[src/rtl/uart_pkg.sv]
// Constants shared by the UART receive and transmit paths.
// Holds the FSM state encoding and the default frame geometry.
package uart_pkg;

  localparam int UART_DATA_BITS  = 8;
  localparam int UART_OVERSAMPLE = 16;

  localparam logic [2:0] ST_IDLE       = 3'd0;
  localparam logic [2:0] ST_START      = 3'd1;
  localparam logic [2:0] ST_DATA       = 3'd2;
  localparam logic [2:0] ST_STOP       = 3'd3;
  localparam logic [2:0] ST_BREAK_WAIT = 3'd4;

endpackage

[src/rtl/uart_rx_sipo_rx_sipo.sv]
// Right-shift register that assembles an LSB-first serial word.
// The first bit shifted in ends up in bit 0 after DATA_BITS shifts.
module rx_sipo #(
  parameter int DATA_BITS = 8
) (
  input  logic                 clk,
  input  logic                 reset,
  input  logic                 shift_en,
  input  logic                 serial_in,
  output logic [DATA_BITS-1:0] data
);

  always_ff @(posedge clk or posedge reset) begin
    if (reset)
      data <= '0;
    else if (shift_en)
      data <= {serial_in, data[DATA_BITS-1:1]};
  end

endmodule

[src/rtl/uart_rx_sipo.sv]
// UART receiver: 2-flop synchroniser, oversampled start/bit/stop timing,
// SIPO word assembly and a valid/read handshake with framing and overrun flags.
module uart_rx_sipo
  import uart_pkg::*;
#(
  parameter int DATA_BITS  = UART_DATA_BITS,
  parameter int OVERSAMPLE = UART_OVERSAMPLE
) (
  input  logic                 clk,
  input  logic                 reset,
  input  logic                 os_tick,
  input  logic                 rx_serial,
  input  logic                 rx_read,
  output logic [DATA_BITS-1:0] rx_data,
  output logic                 rx_valid,
  output logic                 frame_err,
  output logic                 overrun_err,
  output logic                 busy
);

  localparam int TW = $clog2(OVERSAMPLE);
  localparam int BW = (DATA_BITS > 1) ? $clog2(DATA_BITS) : 1;
  localparam logic [TW-1:0] TICK_MID  = TW'(OVERSAMPLE / 2 - 1);
  localparam logic [TW-1:0] TICK_LAST = TW'(OVERSAMPLE - 1);
  localparam logic [BW-1:0] BIT_LAST  = BW'(DATA_BITS - 1);

  logic                 sync1;
  logic                 rxs;
  logic [2:0]           state;
  logic [TW-1:0]        tick_cnt;
  logic [BW-1:0]        bit_cnt;
  logic [DATA_BITS-1:0] shreg;
  logic                 shift_en;
  logic                 stop_done;

  always_ff @(posedge clk or posedge reset) begin
    if (reset) begin
      sync1 <= 1'b1;
      rxs   <= 1'b1;
    end else begin
      sync1 <= rx_serial;
      rxs   <= sync1;
    end
  end

  assign shift_en  = os_tick && (state == ST_DATA) && (tick_cnt == TICK_LAST);
  assign stop_done = os_tick && (state == ST_STOP) && (tick_cnt == TICK_LAST);
  assign busy      = (state != ST_IDLE);

  rx_sipo #(.DATA_BITS(DATA_BITS)) u_sipo (
    .clk       (clk),
    .reset     (reset),
    .shift_en  (shift_en),
    .serial_in (rxs),
    .data      (shreg)
  );

  always_ff @(posedge clk or posedge reset) begin
    if (reset) begin
      state    <= ST_IDLE;
      tick_cnt <= '0;
      bit_cnt  <= '0;
    end else begin
      case (state)
        ST_IDLE: begin
          // Start detection runs every clock, not only on os_tick.
          if (!rxs) begin
            state    <= ST_START;
            tick_cnt <= '0;
          end
        end
        ST_START: begin
          if (os_tick) begin
            if (tick_cnt == TICK_MID) begin
              tick_cnt <= '0;
              bit_cnt  <= '0;
              state    <= rxs ? ST_IDLE : ST_DATA;
            end else begin
              tick_cnt <= tick_cnt + TW'(1);
            end
          end
        end
        ST_DATA: begin
          if (os_tick) begin
            if (tick_cnt == TICK_LAST) begin
              tick_cnt <= '0;
              if (bit_cnt == BIT_LAST) begin
                bit_cnt <= '0;
                state   <= ST_STOP;
              end else begin
                bit_cnt <= bit_cnt + BW'(1);
              end
            end else begin
              tick_cnt <= tick_cnt + TW'(1);
            end
          end
        end
        ST_STOP: begin
          if (os_tick) begin
            if (tick_cnt == TICK_LAST) begin
              tick_cnt <= '0;
              state    <= rxs ? ST_IDLE : ST_BREAK_WAIT;
            end else begin
              tick_cnt <= tick_cnt + TW'(1);
            end
          end
        end
        ST_BREAK_WAIT: begin
          if (rxs)
            state <= ST_IDLE;
        end
        default: state <= ST_IDLE;
      endcase
    end
  end

  // A completing word takes priority over a same-cycle read.
  always_ff @(posedge clk or posedge reset) begin
    if (reset) begin
      rx_data     <= '0;
      rx_valid    <= 1'b0;
      frame_err   <= 1'b0;
      overrun_err <= 1'b0;
    end else if (stop_done) begin
      rx_data     <= shreg;
      rx_valid    <= 1'b1;
      frame_err   <= ~rxs;
      overrun_err <= overrun_err | (rx_valid & ~rx_read);
    end else if (rx_read && rx_valid) begin
      rx_valid    <= 1'b0;
      frame_err   <= 1'b0;
      overrun_err <= 1'b0;
    end
  end

endmodule

[config.mk]
export PLATFORM = sky130hd
export DESIGN_NAME = uart_rx_sipo
export DESIGN_NICKNAME = d
export VERILOG_FILES = /design/src/rtl/uart_pkg.sv /design/src/rtl/uart_rx_sipo_rx_sipo.sv /design/src/rtl/uart_rx_sipo.sv
export SDC_FILE = /design/constraint.sdc
export NUM_CORES = 1
export LEC_CHECK = 0
export BUFFER_PORTS_ARGS = -buffer_cell sky130_fd_sc_hd__buf_2
export CAP_MARGIN = 5
export CORE_MARGIN = 3
export CORE_UTILIZATION = 40
export CTS_BUF_LIST = sky130_fd_sc_hd__clkbuf_8 sky130_fd_sc_hd__clkbuf_16
export DETAILED_ROUTE_END_ITERATION = 12
export SLEW_MARGIN = 20
export SYNTH_ARGS = -nofsm -noshare
export SYNTH_HDL_FRONTEND = slang
export SYNTH_HIERARCHICAL = 1
export SYNTH_SLANG_ARGS = --single-unit
export TNS_END_PERCENT = 10
[constraint.sdc]
create_clock -name clk -period 2.3 [get_ports clk]
set_input_delay 0.345 -clock clk [delete_from_list [all_inputs] [get_ports clk]]
set_output_delay 0.345 -clock clk [all_outputs]
set_load 0.02 [all_outputs]
# == Word-level counts from Yosys, hierarchy flattened ==
# Index checks and enable logic that the tools add are counted.
# word_totals
register_bits,31
input_bits,5
out_inout_bits,12
elab_cells,75
# op_classes
n_addsub,2
n_eq_ne,17
n_mux,28
n_bitwise,4
reduce_logical,14
# ops
cell,count
two-way mux 3 bit,15
two-way mux 4 bit,5
case mux 3 bit (5 select lines),1
"!= test 2 bit, second input constant",6
case mux 4 bit (3 select lines),1
AND reduction 9 bit,1
"!= test 2 x 1 -> 1 bit, second input constant",4
"equality test 3 x 2 -> 1 bit, second input constant",2
"equality test 3 bit, second input constant",2
case mux 3 bit (2 select lines),1
nonzero test 3 bit,2
logical AND 1 bit,5
AND reduction 5 bit,1
"adder 4 x 1 -> 4 bit, second input constant",1
"equality test 4 x 3 -> 1 bit, second input constant",1
"equality test 4 bit, second input constant",1
two-way mux 1 bit,4
AND reduction 4 bit,1
nonzero test 2 bit,2
"adder 3 x 1 -> 3 bit, second input constant",1
"equality test 3 x 1 -> 1 bit, second input constant",1
zero test 3 bit,1
two-way mux 2 bit,1
NOT 1 bit,2
3 further kinds,3

# == Longest topological paths before layout ==
# Gate-level depths: netlist of run 1.
# logic_depth
word_depth,5
depth_mapped,6

# == Modules after synthesis ==
# The synthesis of run 1 kept the hierarchy.
# by_module_without_submodules
module,n_inst,cells_each,area_each_um2
uart_rx_sipo,1,99,1121.1
rx_sipo,1,18,335.3

# == Worst setup path after synthesis of run 1 ==
# No wires, ideal clock.
# synth_path
kind,register -> register
startpoint,register tick_cnt[0]
endpoint,register rx_data[2]
setup_ps,125
arrival_time_ps,1436
required_time_ps,2175
path_slack_ps,739
path_stages_with_launch,6
n_path_buf,1
synth_period_minus_slack_ps,1561
path_cell_list,dfrtp_1 ha_1 nand4_1 nor2_2 buf_4 mux2_2
# synth_via
elab_chain_cells,2
# synth_lines
element,line,rtl
"start, declared",uart_rx_sipo.sv:30,logic [TW-1:0] tick_cnt;
"start signal, assigned",uart_rx_sipo.sv:79,tick_cnt <= tick_cnt + TW'(1);
"start signal, assigned",uart_rx_sipo.sv:94,tick_cnt <= tick_cnt + TW'(1);
"start signal, assigned",uart_rx_sipo.sv:104,tick_cnt <= tick_cnt + TW'(1);
equality test 4 bit,uart_rx_sipo.sv:47,assign stop_done = os_tick && (state == ST_STOP) && (tick_cnt == TICK_LAST);
logical AND 1 bit,uart_rx_sipo.sv:47,
"end signal, assigned",uart_rx_sipo.sv:125,rx_data <= shreg;
"end, declared",uart_rx_sipo.sv:14,"output logic [DATA_BITS-1:0] rx_data,"
# No other way between the ends.
# A chain may end at the register's enable or synchronous reset.

# == Worst setup path in the final report of run 1 ==
# layout_path
startpoint,register tick_cnt[0]
endpoint,register rx_data[4]
# Same word-level chain as after synthesis.

==> results of run 1 <==
==> cell families (layout without fill, tap and decap cells) <==
kind of cell	Yosys count	in the layout
buffers and inverters	10	31
muxes	20	20
adders and majority gates	3	3
and+or+nand+nor	30	30
AOI/OAI and AO/OA	22	22
xor gates and xnor gates	1	1
DFF	31	31
==> per-stage QoR <==
stage                     instances  hold slack (ps)  cell area, sq um  total power, mW  util [%]
final                           184          -0.3461              1670            1.451     48.90
after CTS                       184            1.676              1670            1.471     48.90
after detailed placement        176            316.5              1570           0.9957     45.97
after global placement          176            305.8              1570           0.9839     45.97
after global routing            184            13.63              1670            1.555     48.90
after floorplan                 117            160.7              1456           0.9400         -
==> cells in the final DEF (no fill, tap or decap), types with 2 or more instances in the layout <==
cell | synthesis | routed
a21o_1 | 2 | 2
a21oi_1 | 5 | 5
and3_1 | 2 | 2
buf_2 | 1 | 16
buf_4 | 4 | 3
clkbuf_8 | 0 | 7
dfrtp_1 | 29 | 29
dfstp_2 | 2 | 2
ha_1 | 3 | 3
inv_1 | 4 | 5
mux2_2 | 11 | 11
mux2_4 | 8 | 8
nand2_1 | 8 | 8
nand3_1 | 3 | 3
nor2_1 | 5 | 5
nor2_2 | 2 | 2
nor3_1 | 2 | 2
nor3_2 | 2 | 2
o21ai_0 | 5 | 5
o21ai_1 | 3 | 3
o22ai_1 | 3 | 3
==> flip-flops by register name, summed over array words and instances, names as in the netlist, 3 cells and up <==
| name | flops |
|---|---|
| u_sipo/data | 8 |
| rx_data | 8 |
| state | 3 |
| tick_cnt | 4 |
| bit_cnt | 3 |
==> final cells by class <==
cell class                      count  share of cell area (%)
Timing Repair Buffer               19                   6.142
Multi-Input combinational cell     76                   36.93
Clock buffer                        7                   5.768
Sequential cell                    31                   46.59
Tap cell                           46                   3.446
Inverter                            4                  0.8989
Clock inverter                      1                  0.2247
==> power breakdown <==
part / internal [mW] / switching (mW) / total (mW)
combinational: 0.158 / 0.115 / 0.273
sequential: 0.630 / 0.0813 / 0.711
clock: 0.268 / 0.198 / 0.467
total: 1.06 / 0.394 / 1.45
==> worst max-delay path, delay by kind of cell (launching register included) <==
kind                     cells  cell delay (ps)
adder cells (fa/ha/maj)      1              270
flip-flops                   1              400
multiplexers                 1              400
AND/OR/NAND/NOR              2              640
==> routing by layer <==
layer | wire length, microns | vias up
li1 | - | 457
met1 | 1242 | 479
met4 | 36 | 0
met3 | 114 | 4
met2 | 1152 | 18
met5 | 0 | -
==> worst paths after layout <==
| kind | cells past startpoint | startpoint | end |
|---|---|---|---|
| max | 4 | tick_cnt[0] | rx_data[4] |
| min | 2 | reset | u_sipo/data[3] |
| max reg2reg | 4 | tick_cnt[0] | rx_data[4] |
| min reg2reg | 0 | sync1 | rxs |
| max in group asynchronous | 3 | reset | rxs |
| min in group clk | 1 | rx_serial | sync1 |
==> results.tsv, run 1 <==
stage	metric	value	unit
run_status	status	complete, but fails checks	
run_status	failing checks	negative hold slack	
floorplan	FP Rows	21	
sta	Max-slew headroom	68.85	%
global_routing	largest net degree at the start of global routing	24	
logic_synthesis	leading area contributor after synthesis	dfrtp_1	
logic_synthesis	Simple-Gate Fraction of Synth Area	11.25	%
final_layout	Layout Nets	145	
logic_synthesis	largest family of logic cells by synthesized area	multiplexers	
detailed_routing	Via-to-Cell Ratio	5.207	
global_routing	grt met3 use	5.102	%
logic_synthesis	Post-Syn Area	1456	sq um
final_layout	register area	778.2	sq um
logic_synthesis	count leader, synth	dfrtp_1	
clocking	post-CTS setup buffer count	0	
placement	Placement Setup Slack	466.3	ps
critical_path	crit-path max FO	9	
sta	setup_tns	0	ps
clocking	cts bufs inserted	5	
logic_synthesis	top_reg_cell synth	dfrtp_1	
floorplan	die area	4401	sq um
critical_path	R2R Setup Slk	470	ps
critical_path	Crit. End Element	flop	
sta	period utilization	79.59	%
sta	setup ws final	469.4	ps
sta	setup violators final	0	
sta	maximum clock rate	546.3	MHz
detailed_routing	WL per Instance	13.83	microns
floorplan	Core Area	3416	sq um
floorplan	Chip Height	66.34	microns
global_routing	GRT overflow	0	
critical_path	CP max-delay cell	nor2_2	
detailed_routing	# DRC	0	
logic_synthesis	Syn Inst Count	117	
logic_synthesis	Adder-Cell Fraction of Synth Area	2.577	%
logic_synthesis	Synth top cells by count	29 x dfrtp_1, 11 x mux2_2, 8 x mux2_4, 8 x nand2_1	
critical_path	crit path cell chain	ha_1 -> nand4_1 -> nor2_2 -> mux2_2	
global_routing	GRT Resource Usage Total	13.68	%
detailed_routing	DRT Pass-1 Iters	4	
clocking	cts repair resizes	0	
logic_synthesis	post-synthesis mux area share	17.44	%
critical_path	CP startpoint kind	flop	
clocking	CTS max path bufs	2	
logic_synthesis	Synthesis Warnings	6	
final_layout	area of the multi-input gates	616.8	sq um
sta	Tmin final	1831	ps
logic_synthesis	ys async rst share	100.0	%
logic_synthesis	Yosys cell types	33	
clocking	TritonCTS Sinks	31	
critical_path	slowest stage delay, CP	440	ps
power_and_ir_drop	pwr/cell area	868.5	nW/um^2
clocking	clock slew at reported path FFs	70	ps
clocking	hold buffers post-CTS	0	
final_layout	# fillers	333	
worst_hold_path	worst min path class	input port to async pin	
final_layout	share of layout cells above drive strength 1	38.41	%
logic_synthesis	Syn Area/Cell	12.45	sq um
sta	worst-margin pin slew	466.7	ps
placement	port bufs	16	
clocking	CTS HTree Levels	2	
logic_synthesis	Synth area leaders	dfrtp_1 50%, mux2_2 8.5%, mux2_4 8.2%	
power_and_ir_drop	Peak VDD IR	376.2	uV
critical_path	CP required	2460	ps
placement	Placer Congestion	0.7632	
sta	WHS	-0.3461	ps
global_routing	Global Route met1 Usage	17.92	%
detailed_routing	wirelength, routed	2545	microns
power_and_ir_drop	Leak	0.8376	nW
logic_synthesis	share of the synthesized area in the top cell type	49.83	%
floorplan	die extent in x	66.34	microns
sta	Setup Skew	9.370	ps
logic_synthesis	Post-Syn Nets	125	
global_routing	first-pass GRT wire length	4340	microns
clocking	CTS tree	done	
detailed_routing	Final ANT Viol Nets	0	
logic_synthesis	post-synthesis sequential area ratio	53.44	%
sta	RSZ-0062 raised after global routing	no	
floorplan	IO Pins	17	
detailed_routing	via count	958	
clocking	Skew-Pair Late Insertion Delay	280	ps
clocking	root buf cell	clkbuf_8	
sta	max-slew violation count	0	
logic_synthesis	Synth Area in XOR/XNOR	0.6014	%
critical_path	worst setup path category	flop to flop	
global_routing	initial antenna violation count	0	
logic_synthesis	Compound-Gate Fraction of Synth Area	10.48	%
global_routing	global route hottest layer	met2	
global_routing	grt met2 use	19.58	%
detailed_routing	number of DRC markers after the initial detailed-route iteration	41	
critical_path	Worst EP arrival	1990	ps
floorplan	Starting Density	42.64	%
flow_run	number of max-cap violations	0	
sta	Final Hold Vio Count	2	
placement	hpwl dp	1779	microns
final_layout	antenna fix cells	0	
global_routing	vias in the first global route	920	
final_layout	Syn-to-layout area delta	14.69	%
logic_synthesis	flops & latches, synth	31	
logic_synthesis	EDFF count, synth	0	
No activity file was read; power rests on OpenSTA's default activity.
==> inputs of run 2 (changes only) <==
--- a/config.mk
+++ b/config.mk
@@ -5,6 +5,7 @@
 export SDC_FILE = /design/constraint.sdc
 export NUM_CORES = 1
 export LEC_CHECK = 0
+export ABC_AREA = 1
 export BUFFER_PORTS_ARGS = -buffer_cell sky130_fd_sc_hd__buf_2
 export CAP_MARGIN = 5
 export CORE_MARGIN = 3
==> constraint.sdc (replaced) <==
create_clock -name clk -period 1.55 [get_ports clk]
set_input_delay 0.2325 -clock clk [delete_from_list [all_inputs] [get_ports clk]]
set_output_delay 0.2325 -clock clk [all_outputs]
set_load 0.02 [all_outputs]
==> results.tsv, run 2 <==
stage	metric	value	unit
power_and_ir_drop	Seq pwr share	40.1	%
power_and_ir_drop	overall power	2.354	mW
logic_synthesis	Adder-Cell Fraction of Synth Area	2.431	%
flow_run	number of max-cap violations	0	
logic_synthesis	EDFF count, synth	0	
critical_path	worst reg2reg path startpoint	tick_cnt[1]	
logic_synthesis	Compound-Gate Fraction of Synth Area	5.429	%
critical_path	CP bufs+invs	1	
placement	hpwl dp	2154	microns
detailed_routing	WL per Instance	11.40	microns
critical_path	reg2reg path depth	7	
final_layout	# fillers	344	
sta	max-slew violation count	0	
logic_synthesis	Synth Area in XOR/XNOR	1.135	%
final_layout	fin cells	247	
critical_path	slowest stage delay, CP	380	ps
global_routing	GRT overflow	0	
critical_path	CP delay by family, top	flip-flops	
clocking	TritonCTS Sinks	31	
logic_synthesis	count leader, synth	nand2_1	
critical_path	Crit. End Element	flop	
floorplan	die extent in x	68.13	microns
logic_synthesis	Post-Syn Nets	182	
critical_path	CP required	1710	ps
sta	maximum clock rate	695.9	MHz
global_routing	vias in the first global route	1195	
sta	setup_tns	0	ps
logic_synthesis	leading area contributor after synthesis	dfrtp_1	
sta	RSZ-0062 raised after global routing	no	
logic_synthesis	largest family of logic cells by synthesized area	simple AND/OR/NAND/NOR gates	
critical_path	CP startpoint kind	flop	
logic_synthesis	flops & latches, synth	31	
power_and_ir_drop	Sw Pwr	0.8145	mW
sta	setup violators final	0	
logic_synthesis	Synthesis Warnings	6	
critical_path	worst setup path category	flop to flop	
floorplan	Chip Height	68.13	microns
logic_synthesis	Post-Syn Area	1544	sq um
logic_synthesis	post-synthesis mux area share	0	%
power_and_ir_drop	pwr/cell area	1302	nW/um^2
clocking	root buf cell	clkbuf_8	
clocking	Skew-Pair Late Insertion Delay	280	ps
logic_synthesis	Yosys cell types	25	
sta	Tmin final	1437	ps
floorplan	FP Rows	21	
logic_synthesis	ys async rst share	100.0	%
clocking	CTS HTree Levels	2	
critical_path	Worst EP arrival	1600	ps
sta	WHS	57.10	ps
logic_synthesis	top_reg_cell synth	dfrtp_1	
logic_synthesis	share of the synthesized area in the top cell type	47.00	%
placement	Placed Cells incl. Taps	237	
critical_path	R2R Setup Slk	110	ps
clocking	CTS tree	done	
critical_path	crit-path max FO	13	
global_routing	first-pass GRT wire length	5126	microns
detailed_routing	Final ANT Viol Nets	0	
final_layout	top flop regs	rx_data (8), u_sipo/data (8), tick_cnt (4)	
logic_synthesis	Simple-Gate Fraction of Synth Area	34.36	%
final_layout	Layout Nets	208	
logic_synthesis	Synth area leaders	dfrtp_1 47%, nand2_1 16%, nand2_4 5.1%	
final_layout	share of layout cells above drive strength 1	28.86	%
global_routing	initial antenna violation count	0	
detailed_routing	DRT Pass-1 Iters	4	
final_layout	commonest cells after routing, fill and taps aside	66 x nand2_1, 29 x dfrtp_1, 16 x buf_2, 14 x nand3_1, 11 x inv_1	
critical_path	worst reg2reg endpoint	frame_err	
final_layout	Syn-to-layout area delta	17.10	%
floorplan	Core Area	3521	sq um
logic_synthesis	Syn Area/Cell	8.873	sq um
power_and_ir_drop	Peak VDD IR	474.7	uV
floorplan	Starting Density	43.85	%
logic_synthesis	post-synthesis sequential area ratio	50.41	%
power_and_ir_drop	Sw Ratio	34.61	%
clocking	CTS max path bufs	2	
detailed_routing	via count	1152	
floorplan	IO Pins	17	
detailed_routing	wirelength, routed	2816	microns
sta	worst-margin pin slew	304.1	ps
logic_synthesis	Synth top cells by count	66 x nand2_1, 29 x dfrtp_1, 14 x nand3_1	
worst_hold_path	hold path start	rx_serial	
clocking	clock slew at reported path FFs	60	ps
detailed_routing	Via-to-Cell Ratio	4.664	
final_layout	antenna fix cells	0	
placement	Placer Congestion	0.8066	
global_routing	GRT Resource Usage Total	15.42	%
logic_synthesis	Syn Inst Count	174	
final_layout	commonest non-fill, non-tap cell in the layout	nand2_1	
worst_hold_path	worst min path class	input port to flop	
sta	period utilization	92.71	%
power_and_ir_drop	clock share of power	28.7	%
detailed_routing	number of DRC markers after the initial detailed-route iteration	35	
critical_path	crit path cell chain	ha_2 -> nand2_1 -> nor2_4 -> buf_4 -> nand2_4 -> o21ai_0 -> o22ai_1	
worst_hold_path	WHS Endpoint	sync1	
power_and_ir_drop	Cell Int Power	1.539	mW
global_routing	largest net degree at the start of global routing	24	
sta	Max-slew headroom	79.70	%
run_status	status	finished clean	
clocking	cts bufs inserted	5	
worst_hold_path	hold path depth	1	
power_and_ir_drop	Leak	0.9923	nW
critical_path	CP max-delay cell	dfrtp_1	
sta	Setup Skew	6.604	ps
sta	Final Hold Vio Count	0	
power_and_ir_drop	combinational fraction of design power	31.1	%
detailed_routing	# DRC	0	
floorplan	die area	4642	sq um
placement	port bufs	16	
==> run 2: worst max-delay path by stage <==
stage | startpoint | endpoint | slack, ps | depth (start not counted)
floorplan | tick_cnt[0] | state[0] | 170 | 11
global placement | tick_cnt[0] | bit_cnt[1] | 100 | 8
detailed placement | tick_cnt[0] | bit_cnt[0] | 50 | 8
CTS | tick_cnt[0] | bit_cnt[0] | 30 | 8
global route | tick_cnt[1] | frame_err | 5 | 7
finish | tick_cnt[1] | frame_err | 110 | 7
==> run 2: routing by layer <==
layer | vias up | share of wire, % | global-route usage (%)
li1 | 600 | - | -
met1 | 539 | 44 | 17.55
met2 | 11 | 52 | 25.27
met3 | 2 | 2.8 | 4.762
met4 | 0 | 0.75 | 9.181
met5 | - | 0 | 0
==> run 2: cell type report <==
| type | instances | area [sq um] | area share, % |
|---|---|---|---|
| Clock buffer | 7 | 96.34 | 5.329 |
| Clock inverter | 1 | 3.754 | 0.2076 |
| Inverter | 16 | 62.56 | 3.460 |
| Multi-Input combinational cell | 124 | 681.9 | 37.72 |
| Sequential cell | 31 | 778.2 | 43.05 |
| Tap cell | 46 | 57.56 | 3.183 |
| Timing Repair Buffer | 22 | 127.6 | 7.059 |
==> run 2: logic make-up (layout without fill, tap and decap cells) <==
kind of cell / count (synthesis) / after routing
AO/OA/AOI/OAI: 15 / 15
AND/OR/NAND/NOR: 104 / 104
flip-flops: 31 / 31
buffers and inverters: 19 / 46
XOR/XNOR: 2 / 2
adder cells (fa/ha/maj): 3 / 3
==> run 2: worst register-to-register path: stages, from the launching register on <==
cell and delay (ps):
dfrtp_1 380, ha_2 220, nand2_1 90, nor2_4 140, buf_4 190, nand2_4 120, o21ai_0 100, o22ai_1 80
==> run 2: repair_timing <==
action | in CTS | in global routing
hold buffers | 1 | 0
hold endpoints to repair | 8 | 0
setup buffers | 0 | 1
gates resized for setup | 0 | 3
endpoints found under the setup margin | 0 | 20
==> run 2: through the flow <==
step | util (%) | setup slack, ps | instance area (sq um)
floorplan | - | 168.5 | 1544
global placement | 47.65 | 104.4 | 1678
global route | 51.35 | 4.827 | 1808
finish | 51.35 | 113.0 | 1808
CTS | 50.78 | 34.58 | 1788
detailed placement | 47.65 | 53.60 | 1678
==> run 2: power by group through the flow <==
stage / clock network, mW / logic (mW) / registers [mW]
after CTS: 0.714 / 0.716 / 0.946
after floorplan: 0 / 0.598 / 0.944
after detailed placement: 0 / 0.712 / 0.961
after global placement: 0 / 0.699 / 0.955
after global routing: 0.763 / 0.830 / 0.955
final: 0.676 / 0.733 / 0.945
